==> config.mk <==
export PLATFORM = sky130hd
export DESIGN_NAME = vga_frame_monitor
export DESIGN_NICKNAME = d
export VERILOG_FILES = /design/src/rtl/vga_frame_monitor.sv
export SDC_FILE = /design/constraint.sdc
export NUM_CORES = 1
export LEC_CHECK = 0
export CAP_MARGIN = 20
export CORE_MARGIN = 3
export CORE_UTILIZATION = 50
export CTS_CLUSTER_DIAMETER = 100
export DETAILED_ROUTE_END_ITERATION = 7
export MAX_ROUTING_LAYER = met4
export PLACE_DENSITY = 0.79
export SYNTH_ARGS = -nofsm -noshare
export SYNTH_HDL_FRONTEND = slang
export SYNTH_SLANG_ARGS = --single-unit
export TNS_END_PERCENT = 50
==> constraint.sdc <==
create_clock -name clock -period 8.3 [get_ports clock]
set_clock_uncertainty 0.1 [all_clocks]
set_input_delay 2.49 -clock clock [delete_from_list [all_inputs] [get_ports clock]]
set_output_delay 2.49 -clock clock [all_outputs]
set_load 0.1 [all_outputs]
==> src/rtl/vga_frame_monitor.sv <==
// rtl/vga_frame_monitor.sv - VGA sink checker: rebuilds sync timing, declares lock, tracks a target colour box per frame
module vga_frame_monitor #(
    parameter int H_ACT_BEGIN = 143,
    parameter int H_ACT_END   = 783,
    parameter int V_ACT_BEGIN = 34,
    parameter int V_ACT_END   = 514,
    parameter int LOCK_FRAMES = 2,
    parameter int H_TIMEOUT   = 1023
) (
    input  logic        clock,
    input  logic        rst,
    input  logic        pix_en,
    input  logic        hsync,
    input  logic        vsync,
    input  logic [11:0] rgb,
    input  logic [11:0] target_rgb,
    output logic        locked,
    output logic [9:0]  h_total,
    output logic [9:0]  v_total,
    output logic        frame_done,
    output logic        tgt_valid,
    output logic [9:0]  tgt_left,
    output logic [9:0]  tgt_right,
    output logic [9:0]  tgt_top,
    output logic [9:0]  tgt_bottom,
    output logic [18:0] tgt_pixels
);

    typedef enum logic [1:0] {SEARCH, ACQUIRE, LOCKED} state_t;

    localparam int          MW  = (LOCK_FRAMES < 2) ? 1 : $clog2(LOCK_FRAMES + 1);
    localparam logic [9:0]  HB  = 10'(H_ACT_BEGIN);
    localparam logic [9:0]  HE  = 10'(H_ACT_END);
    localparam logic [9:0]  VB  = 10'(V_ACT_BEGIN);
    localparam logic [9:0]  VE  = 10'(V_ACT_END);
    localparam logic [10:0] TMO = 11'(H_TIMEOUT);
    localparam logic [MW-1:0] LOCK_N = MW'(LOCK_FRAMES);

    state_t        state, state_next;
    logic [MW-1:0] mcnt, mcnt_next;
    logic          publish;

    logic          hs_prev, vs_line;
    logic [9:0]    hcnt, vcnt, h_meas, v_meas, h_frame;
    logic [10:0]   wd;
    logic          first_valid, line_bad;
    logic [11:0]   tgt_lat;
    logic [9:0]    w_left, w_right, w_top, w_bottom;
    logic [18:0]   w_count;

    logic          hs_fall, frame_start, timeout, frame_ok, frame_match, hit, w_any;
    logic [9:0]    line_len, frame_lines, hx, vy, x, y;
    logic [11:0]   tgt_cur;

    assign hs_fall     = hs_prev & ~hsync;
    assign frame_start = hs_fall & ~vsync & vs_line;
    assign timeout     = (wd >= TMO);
    assign line_len    = hcnt + 10'd1;
    assign frame_lines = vcnt + 10'd1;

    // hx/vy are the coordinates of the pixel on this strobe, so the
    // frame-start pixel already lands at (0,0) of the new frame.
    assign hx = hs_fall ? 10'd0 : ((hcnt == 10'h3ff) ? hcnt : hcnt + 10'd1);
    assign vy = frame_start ? 10'd0 : (hs_fall ? vcnt + 10'd1 : vcnt);
    assign x  = hx - HB;
    assign y  = vy - VB;

    assign tgt_cur = frame_start ? target_rgb : tgt_lat;
    assign hit     = (hx >= HB) && (hx < HE) && (vy >= VB) && (vy < VE) && (rgb == tgt_cur);

    // Adjacent-line comparison catches any line differing from the first one.
    assign frame_ok    = ~line_bad & ~(first_valid & (line_len != h_meas));
    assign frame_match = frame_ok & (line_len == h_frame) & (frame_lines == v_meas);
    assign w_any       = (w_count != 19'd0);
    assign locked      = (state == LOCKED);

    always_ff @(posedge clock or posedge rst) begin
        if (rst) begin
            state <= SEARCH;
            mcnt  <= '0;
        end else begin
            state <= state_next;
            mcnt  <= mcnt_next;
        end
    end

    always_comb begin
        state_next = state;
        mcnt_next  = mcnt;
        publish    = 1'b0;
        if (pix_en) begin
            if (timeout) begin
                state_next = SEARCH;
                mcnt_next  = '0;
            end else if (frame_start) begin
                case (state)
                    SEARCH: begin
                        state_next = ACQUIRE;
                        mcnt_next  = '0;
                    end
                    ACQUIRE: begin
                        publish = 1'b1;
                        if (frame_match && mcnt != '0) begin
                            mcnt_next = mcnt + MW'(1);
                            if (mcnt + MW'(1) >= LOCK_N)
                                state_next = LOCKED;
                        end else begin
                            mcnt_next = MW'(1);
                        end
                    end
                    LOCKED: begin
                        publish = 1'b1;
                        if (!frame_match) begin
                            state_next = ACQUIRE;
                            mcnt_next  = MW'(1);
                        end
                    end
                    default: state_next = SEARCH;
                endcase
            end
        end
    end

    always_ff @(posedge clock or posedge rst) begin
        if (rst) begin
            hs_prev     <= 1'b1;
            vs_line     <= 1'b1;
            hcnt        <= '0;
            vcnt        <= '0;
            h_meas      <= '0;
            v_meas      <= '0;
            h_frame     <= '0;
            wd          <= '0;
            first_valid <= 1'b0;
            line_bad    <= 1'b0;
            tgt_lat     <= '0;
            w_left      <= '0;
            w_right     <= '0;
            w_top       <= '0;
            w_bottom    <= '0;
            w_count     <= '0;
        end else if (pix_en) begin
            hs_prev <= hsync;
            hcnt    <= hx;
            vcnt    <= vy;
            if (hs_fall) begin
                wd      <= '0;
                vs_line <= vsync;
                h_meas  <= line_len;
            end else if (wd != 11'h7ff) begin
                wd <= wd + 11'd1;
            end
            if (frame_start) begin
                v_meas      <= frame_lines;
                h_frame     <= line_len;
                first_valid <= 1'b0;
                line_bad    <= 1'b0;
                tgt_lat     <= target_rgb;
                w_left      <= hit ? x : 10'h3ff;
                w_right     <= hit ? x : 10'd0;
                w_top       <= hit ? y : 10'h3ff;
                w_bottom    <= hit ? y : 10'd0;
                w_count     <= hit ? 19'd1 : 19'd0;
            end else begin
                if (hs_fall) begin
                    first_valid <= 1'b1;
                    if (first_valid && line_len != h_meas)
                        line_bad <= 1'b1;
                end
                if (hit) begin
                    if (x < w_left)   w_left   <= x;
                    if (x > w_right)  w_right  <= x;
                    if (y < w_top)    w_top    <= y;
                    if (y > w_bottom) w_bottom <= y;
                    if (w_count != 19'h7ffff)
                        w_count <= w_count + 19'd1;
                end
            end
        end
    end

    always_ff @(posedge clock or posedge rst) begin
        if (rst) begin
            frame_done <= 1'b0;
            h_total    <= '0;
            v_total    <= '0;
            tgt_valid  <= 1'b0;
            tgt_left   <= '0;
            tgt_right  <= '0;
            tgt_top    <= '0;
            tgt_bottom <= '0;
            tgt_pixels <= '0;
        end else begin
            frame_done <= publish;
            if (publish) begin
                h_total    <= line_len;
                v_total    <= frame_lines;
                tgt_valid  <= w_any;
                tgt_left   <= w_any ? w_left   : 10'd0;
                tgt_right  <= w_any ? w_right  : 10'd0;
                tgt_top    <= w_any ? w_top    : 10'd0;
                tgt_bottom <= w_any ? w_bottom : 10'd0;
                tgt_pixels <= w_count;
            end
        end
    end

endmodule

==> impl_metrics.ini, run 1 <==
[logic_synthesis]
syn-cell-area_sq_mm = 0.0123
synthArstFlopShare_pct = 100
yosys_warnings = 0
synth_mux_area_share_pct = 3.05
synthCells = 1393
synthesis.nets = 1473
yosys.area_share.xor_xnor_pct = 6.11
synth-edff-count = 0
synth.area.top_cells = dfrtp_1 45%, nand2_1 8.6%, ha_1 5.2%, o21ai_0 4.8%, a21oi_1 2.9%
ys.flop_type = dfrtp_1
synth_top_family_by_area = simple AND/OR/NAND/NOR gates
synth_top_area_cell = dfrtp_1
ys_ff_latch = 221
synth_compound_area_share_pct = 13.8
avgSynthCellArea_sq_um = 8.82
synth-seq-area-share_pct = 45.0
synth_top_area_share_pct = 44.6
synth_fa_ha_area_share_pct = 5.19
synth.distinct_cells = 81
yosys.area_share.simple_pct = 21.5

[route]
drt-met1-wl_microns = 13500
dr.pass1.iters = 6
wl_met2_microns = 13900
routed.top_layer = met4
postRouteAntennaNets = 0
drc_errors = 0
vias = 10301
drt-initial-drc-count = 869
vias_per_cell = 5.73
drt_wl_total_microns = 30100
dr_wl_met3_microns = 1960
detail_route.wl_per_cell_microns = 16.7

[power_and_ir_drop]
power_density_mw_per_mm2 = 308
p_leak_nw = 6.51
irDropWorstVdd_mv = 0.237

[placement]
io_buffer_count = 110
globalplace.congestion = 0.903
place.detailed.hpwl_microns = 21400
dp.cells = 1752

[cts]
cts_setup_buffers = 0
clock-sinks = 221
cts_tree = yes
insertion_delay_ps = 550
numCtsBuffers = 25
clk_root_buffer_cell = clkbuf_16
clk_pin_slew_ps = 60
cts_max_level = 1
cts_max_path_buffers = 3
cts_resized = 0
ctsHoldBuffers = 0

[cells_and_area]
multi_input_area_sq_mm = 0.00611
instances_no_fill = 1797
fillers = 2063
seqCellArea_sq_mm = 0.00553
insertedDiodeCount = 0
layout.nets = 1540
syn_to_final_growth_pct = 16.9
drive_gt1_share_pct = 6.56

[run]
drv_cap = 0

[sta]
hold_viol = 0
min_period_over_period_pct = 82.5
setup_tns_ps = 0
fmax_ghz = 0.146
drv_slew = 0
setup_violations = 0
rsz0062_at_grt = no
layout_min_cycle_time_ps = 6840
worstMarginPinSlew_ps = 1060
slew-limit-headroom_pct = 29.4

[outcome]
outcome = finished clean

[global_route]
antenna_found_initial = 0
track_usage_pct = 23.7
grt_max_degree = 76
grt_overflow = 0
grt_pass1_vias = 9973
grt_pass1_wl_microns = 50300

[worst_setup_path]
r2r-end = w_left[8]
reg2reg_slack_ps = 1990
setup.worst_path.end_class = register
start_kind = input pin
critPathArrivalTime_ps = 7180
critical_path.max_stage_delay_ps = 520
worstSetupPathType = input pin to register
worstPathCellList = clkdlybuf4s50_1, nor2b_1, o22ai_1, a31oi_1, ha_1, and3_1, o21ai_0, xnor2_1, ha_1, a211oi_1, nand2_1, a2111oi_0, o311ai_0, nor3_2, or2_1, mux2_4
worstPathRequired_ps = 8630
critical_path.most_common_cell = ha_1
r2r-start = hcnt[0]
crit_path_max_fanout = 12
reg2regPathDepth = 18
critPathSlowestCell = nor3_2

[worst_hold_path]
min_delay_path_depth = 2
hold_start = tgt_pixels[4]
hold_path_class = register to register
min_to = tgt_pixels[4]

[floorplanning]
rows = 56
pin_count = 111
die-area_sq_mm = 0.0265
core-area_sq_mm = 0.0238
die_w_microns = 163
start_util_pct = 51.6
fp.dieH_microns = 163
critical path, delay by kind of cell:
family	cells	cell delay, ps
simple gates	5	1550
compound gates	6	1400
fa+ha+maj	2	570
xor+xnor	1	350
buf+inv	1	470
mux	1	330
stage by stage:
stage / total power [mW] / utilization, % / hold WS [ps] / setup WS (ps) / cell area [sq um]
6_report: 4.43 / 60.3 / 370 / 1460 / 14400
5_1_grt: 4.69 / 60.3 / 394 / 909 / 14400
4_1_cts: 4.45 / 60.3 / 377 / 1500 / 14400
3_5_place_dp: 3.35 / 56.8 / 363 / 911 / 13500
3_3_place_gp: 3.30 / 56.8 / 357 / 1060 / 13500
2_1_floorplan: 2.88 / - / 345 / 2200 / 12300
flip-flops by register name, indices dropped and copies added (netlist names), 11 cells and up:
name	cells
tgt_pixels	19
w_count	19
tgt_lat	12
wd	11
worst max path at each step:
| stage | from | end | slack (ps) | depth (start not counted) |
|---|---|---|---|---|
| floorplan | vsync | w_top[6] | 2200 | 17 |
| global placement | vsync | w_top[8] | 1060 | 17 |
| detailed placement | vsync | w_top[8] | 910 | 16 |
| CTS | vsync | w_top[8] | 1500 | 16 |
| global route | vsync | w_top[8] | 910 | 16 |
| finish | vsync | w_top[8] | 1460 | 16 |
cell families after synthesis:
logic type	after synthesis
compound gates	290
fa+ha+maj	51
xor+xnor	77
simple gates	562
buf+inv	158
mux	34
flops	221
layout make-up:
cell class	count	area share, %
clock buffer	38	5.39
clock inverter	7	0.366
inverter	71	1.88
multi-input combinational	1014	42.5
sequential	221	38.5
tap	319	2.78
timing repair buffer	127	8.52
power breakdown:
group          switching [mW]  internal (mW)
clock                   0.452          0.644
combinational            1.22          0.596
sequential              0.217           1.31
cell usage in the layout (no fill, tap or decap), types with 15 or more instances in the layout:
master	count
nand2_1	282
dfrtp_1	219
o21ai_0	117
clkdlybuf4s50_1	109
nor2_1	74
a21oi_1	70
inv_1	69
nand3_1	55
ha_1	51
xnor2_1	40
xor2_1	32
clkbuf_16	25
nor3_1	22
a31oi_1	17
buf_4	17
nand4_1	16
and3_1	15
mux2i_1	15
o21ai_1	15
cells in the mapped netlist (4+ instances only):
master,number
a211oi_1,7
a21o_1,14
a21oi_1,70
a31oi_1,17
and3_1,16
and4_1,12
buf_1,10
buf_2,16
buf_4,5
buf_6,4
clkbuf_1,52
dfrtp_1,219
ha_1,51
inv_1,70
mux2_2,13
mux2i_1,15
nand2_1,283
nand2b_1,9
nand3_1,56
nand4_1,16
nor2_1,74
nor2b_1,7
nor3_1,22
nor4_1,14
o211ai_1,6
o21a_1,4
o21ai_0,117
o21ai_1,15
o22ai_1,4
o31ai_1,4
or2_2,4
or3_1,14
or4_1,9
xnor2_1,40
xor2_1,32
routing by layer:
metal,track usage [%],vias up
met2,37.1,359
met3,3.10,71
met1,33.0,4936
met5,-,-
met4,5.88,0
li1,-,4935
Power figures use the tool's default switching activity.
==> inputs of run 2 (changes only) <==
Settings changed: PLACE_DENSITY 0.79 to 0.76.
Clock period 8.3 ns to 6.6 ns, I/O delays scaled along.
==> run 2 against run 1 <==
  * Critical path depth unchanged
  * Power increased by 28%
  * Via count decreased by 1.5%
  * Worst hold slack about the same
  * Final cell count increased by 0.95%
  * Flip-flop and latch count unchanged
  * Critical endpoint is now w_top[7]
  * Largest cell class unchanged
==> impl_metrics.ini, run 2 (same netlist as run 1, synthesis figures left out) <==
[power_and_ir_drop]
irDropWorstVdd_mv = 0.311
combPwrFrac_pct = 40.7
p_leak_nw = 6.60
intPower_mw = 3.30
pwr-share-clk_pct = 25.7
switching_power_mw = 2.37
swShare_pct = 41.8
total_power_mw = 5.67
power_frac_seq_pct = 33.6
power_density_mw_per_mm2 = 390

[worst_setup_path]
worstPathCellList = clkdlybuf4s50_1, nand2b_1, nor2_1, a31oi_1, ha_1, and3_1, o21ai_0, xnor2_1, ha_1, a211oi_1, nand2_1, a2111oi_0, o311ai_0, nor3_2, or2_1, mux2_4
worstPathRequired_ps = 6910
worstSetupPathType = input pin to register
critical_path.most_common_cell = ha_1
r2r-start = hcnt[2]
critPathArrivalTime_ps = 6220
setup.worst_path.end_class = register
critPathTopFamily = simple AND/OR/NAND/NOR gates
start_kind = input pin
r2r-end = w_left[9]
reg2regPathDepth = 18
critPathSlowestCell = clkdlybuf4s50_1
reg2reg_slack_ps = 1160
crit_path_max_fanout = 12
critPathBufInv = 1
critical_path.max_stage_delay_ps = 510

[global_route]
grt_pass1_vias = 9869
grt_pass1_wl_microns = 49800
antenna_found_initial = 0
track_usage_pct = 23.5
grt_max_degree = 135
grt_overflow = 0

[sta]
slew-limit-headroom_pct = 29.7
hold_viol = 0
layout_min_cycle_time_ps = 5910
worstMarginPinSlew_ps = 1050
min_period_over_period_pct = 89.6
drv_slew = 0
setup_tns_ps = 0
setup_violations = 0
fmax_ghz = 0.169
rsz0062_at_grt = no

[cells_and_area]
layout.nets = 1556
fillers = 2057
final_util_pct = 61.0
drive_gt1_share_pct = 7.63
syn_to_final_growth_pct = 18.3
insertedDiodeCount = 0
reg_top3 = tgt_pixels x19, w_count x19, tgt_lat x12
mostFrequentLayoutCells = 282 x nand2_1, 219 x dfrtp_1, 117 x o21ai_0, 109 x clkdlybuf4s50_1, 74 x nor2_1
stdcell_area_sq_mm = 0.0145
final_common_cell = nand2_1

[cts]
ctsHoldBuffers = 0
cts_max_path_buffers = 3
clock-sinks = 221
cts_setup_buffers = 0
cts_resized = 0
clk_root_buffer_cell = clkbuf_16
cts_tree = yes
cts_max_level = 1
numCtsBuffers = 25
insertion_delay_ps = 520
clk_pin_slew_ps = 60

[floorplanning]
die_w_microns = 163
start_util_pct = 51.6
rows = 56
fp.dieH_microns = 163
core-area_sq_mm = 0.0238
pin_count = 111
die-area_sq_mm = 0.0265

[placement]
place.detailed.hpwl_microns = 21100
postPlaceCellArea_sq_mm = 0.0137
globalplace.congestion = 0.893
io_buffer_count = 110

[run]
drv_cap = 0

[route]
dr.pass1.iters = 5
drc_errors = 0
vias_per_cell = 5.60
drt-initial-drc-count = 856
postRouteAntennaNets = 0
drt_wl_total_microns = 30000
vias = 10151
detail_route.wl_per_cell_microns = 16.6

[outcome]
outcome = finished clean

[worst_hold_path]
min_to = tgt_pixels[14]
min_delay_path_depth = 2
hold_path_class = register to register
hold_start = tgt_pixels[14]
==> run 2: final cells by class <==
cell class                 count  area (sq um)  share of cell area, %
sequential                   221          5530                   38.1
tap                          319           399                   2.75
inverter                      71           270                   1.86
clock buffer                  31           678                   4.66
clock inverter                15           191                   1.32
timing repair buffer         143          1360                   9.33
multi-input combinational   1014          6110                   42.0
==> run 2: worst max-delay path by stage <==
| stage | slack, ps | start | cells past startpoint | end |
|---|---|---|---|---|
| finish | 690 | hsync | 16 | w_top[7] |
| floorplan | 1010 | vsync | 17 | w_top[6] |
| CTS | 740 | hsync | 16 | w_top[7] |
| global route | 240 | hsync | 17 | w_top[7] |
| global placement | 450 | hsync | 16 | w_top[8] |
| detailed placement | 180 | hsync | 16 | w_top[7] |
==> run 2: layer usage <==
| layer | global-route usage (%) | share of wire, % | up-vias |
|---|---|---|---|
| li1 | - | - | 4963 |
| met1 | 32.3 | 45 | 4834 |
| met4 | 6.15 | 2.1 | 0 |
| met3 | 3.20 | 6.3 | 58 |
| met5 | - | 0 | - |
| met2 | 37.0 | 46 | 296 |
==> run 2: metrics by stage <==
stage | hold slack, ps | std cells | worst slack [ps]
2_1_floorplan | 345 | 1393 | 1010
3_3_place_gp | 357 | 1768 | 454
3_5_place_dp | 362 | 1768 | 182
4_1_cts | 377 | 1814 | 743
5_1_grt | 398 | 1814 | 239
6_report | 370 | 1814 | 689
==> run 2: power groups by stage <==
stage | combinational [mW] | clock [mW] | sequential, mW
2_1_floorplan | 1.13 | 0 | 2.49
3_3_place_gp | 2.27 | 0 | 1.91
3_5_place_dp | 2.31 | 0 | 1.92
4_1_cts | 2.32 | 1.49 | 1.90
5_1_grt | 2.53 | 1.55 | 1.95
6_report | 2.31 | 1.46 | 1.91
==> run 2: worst reg2reg max path: cells and delay by family, from the launching register on <==
kind,cells,cell delay [ps]
and+or+nand+nor,7,2450
AOI/OAI and AO/OA,5,860
DFF,1,610
adders and majority gates,2,450
muxes,1,350
xor gates and xnor gates,1,270
buffers and inverters,2,230
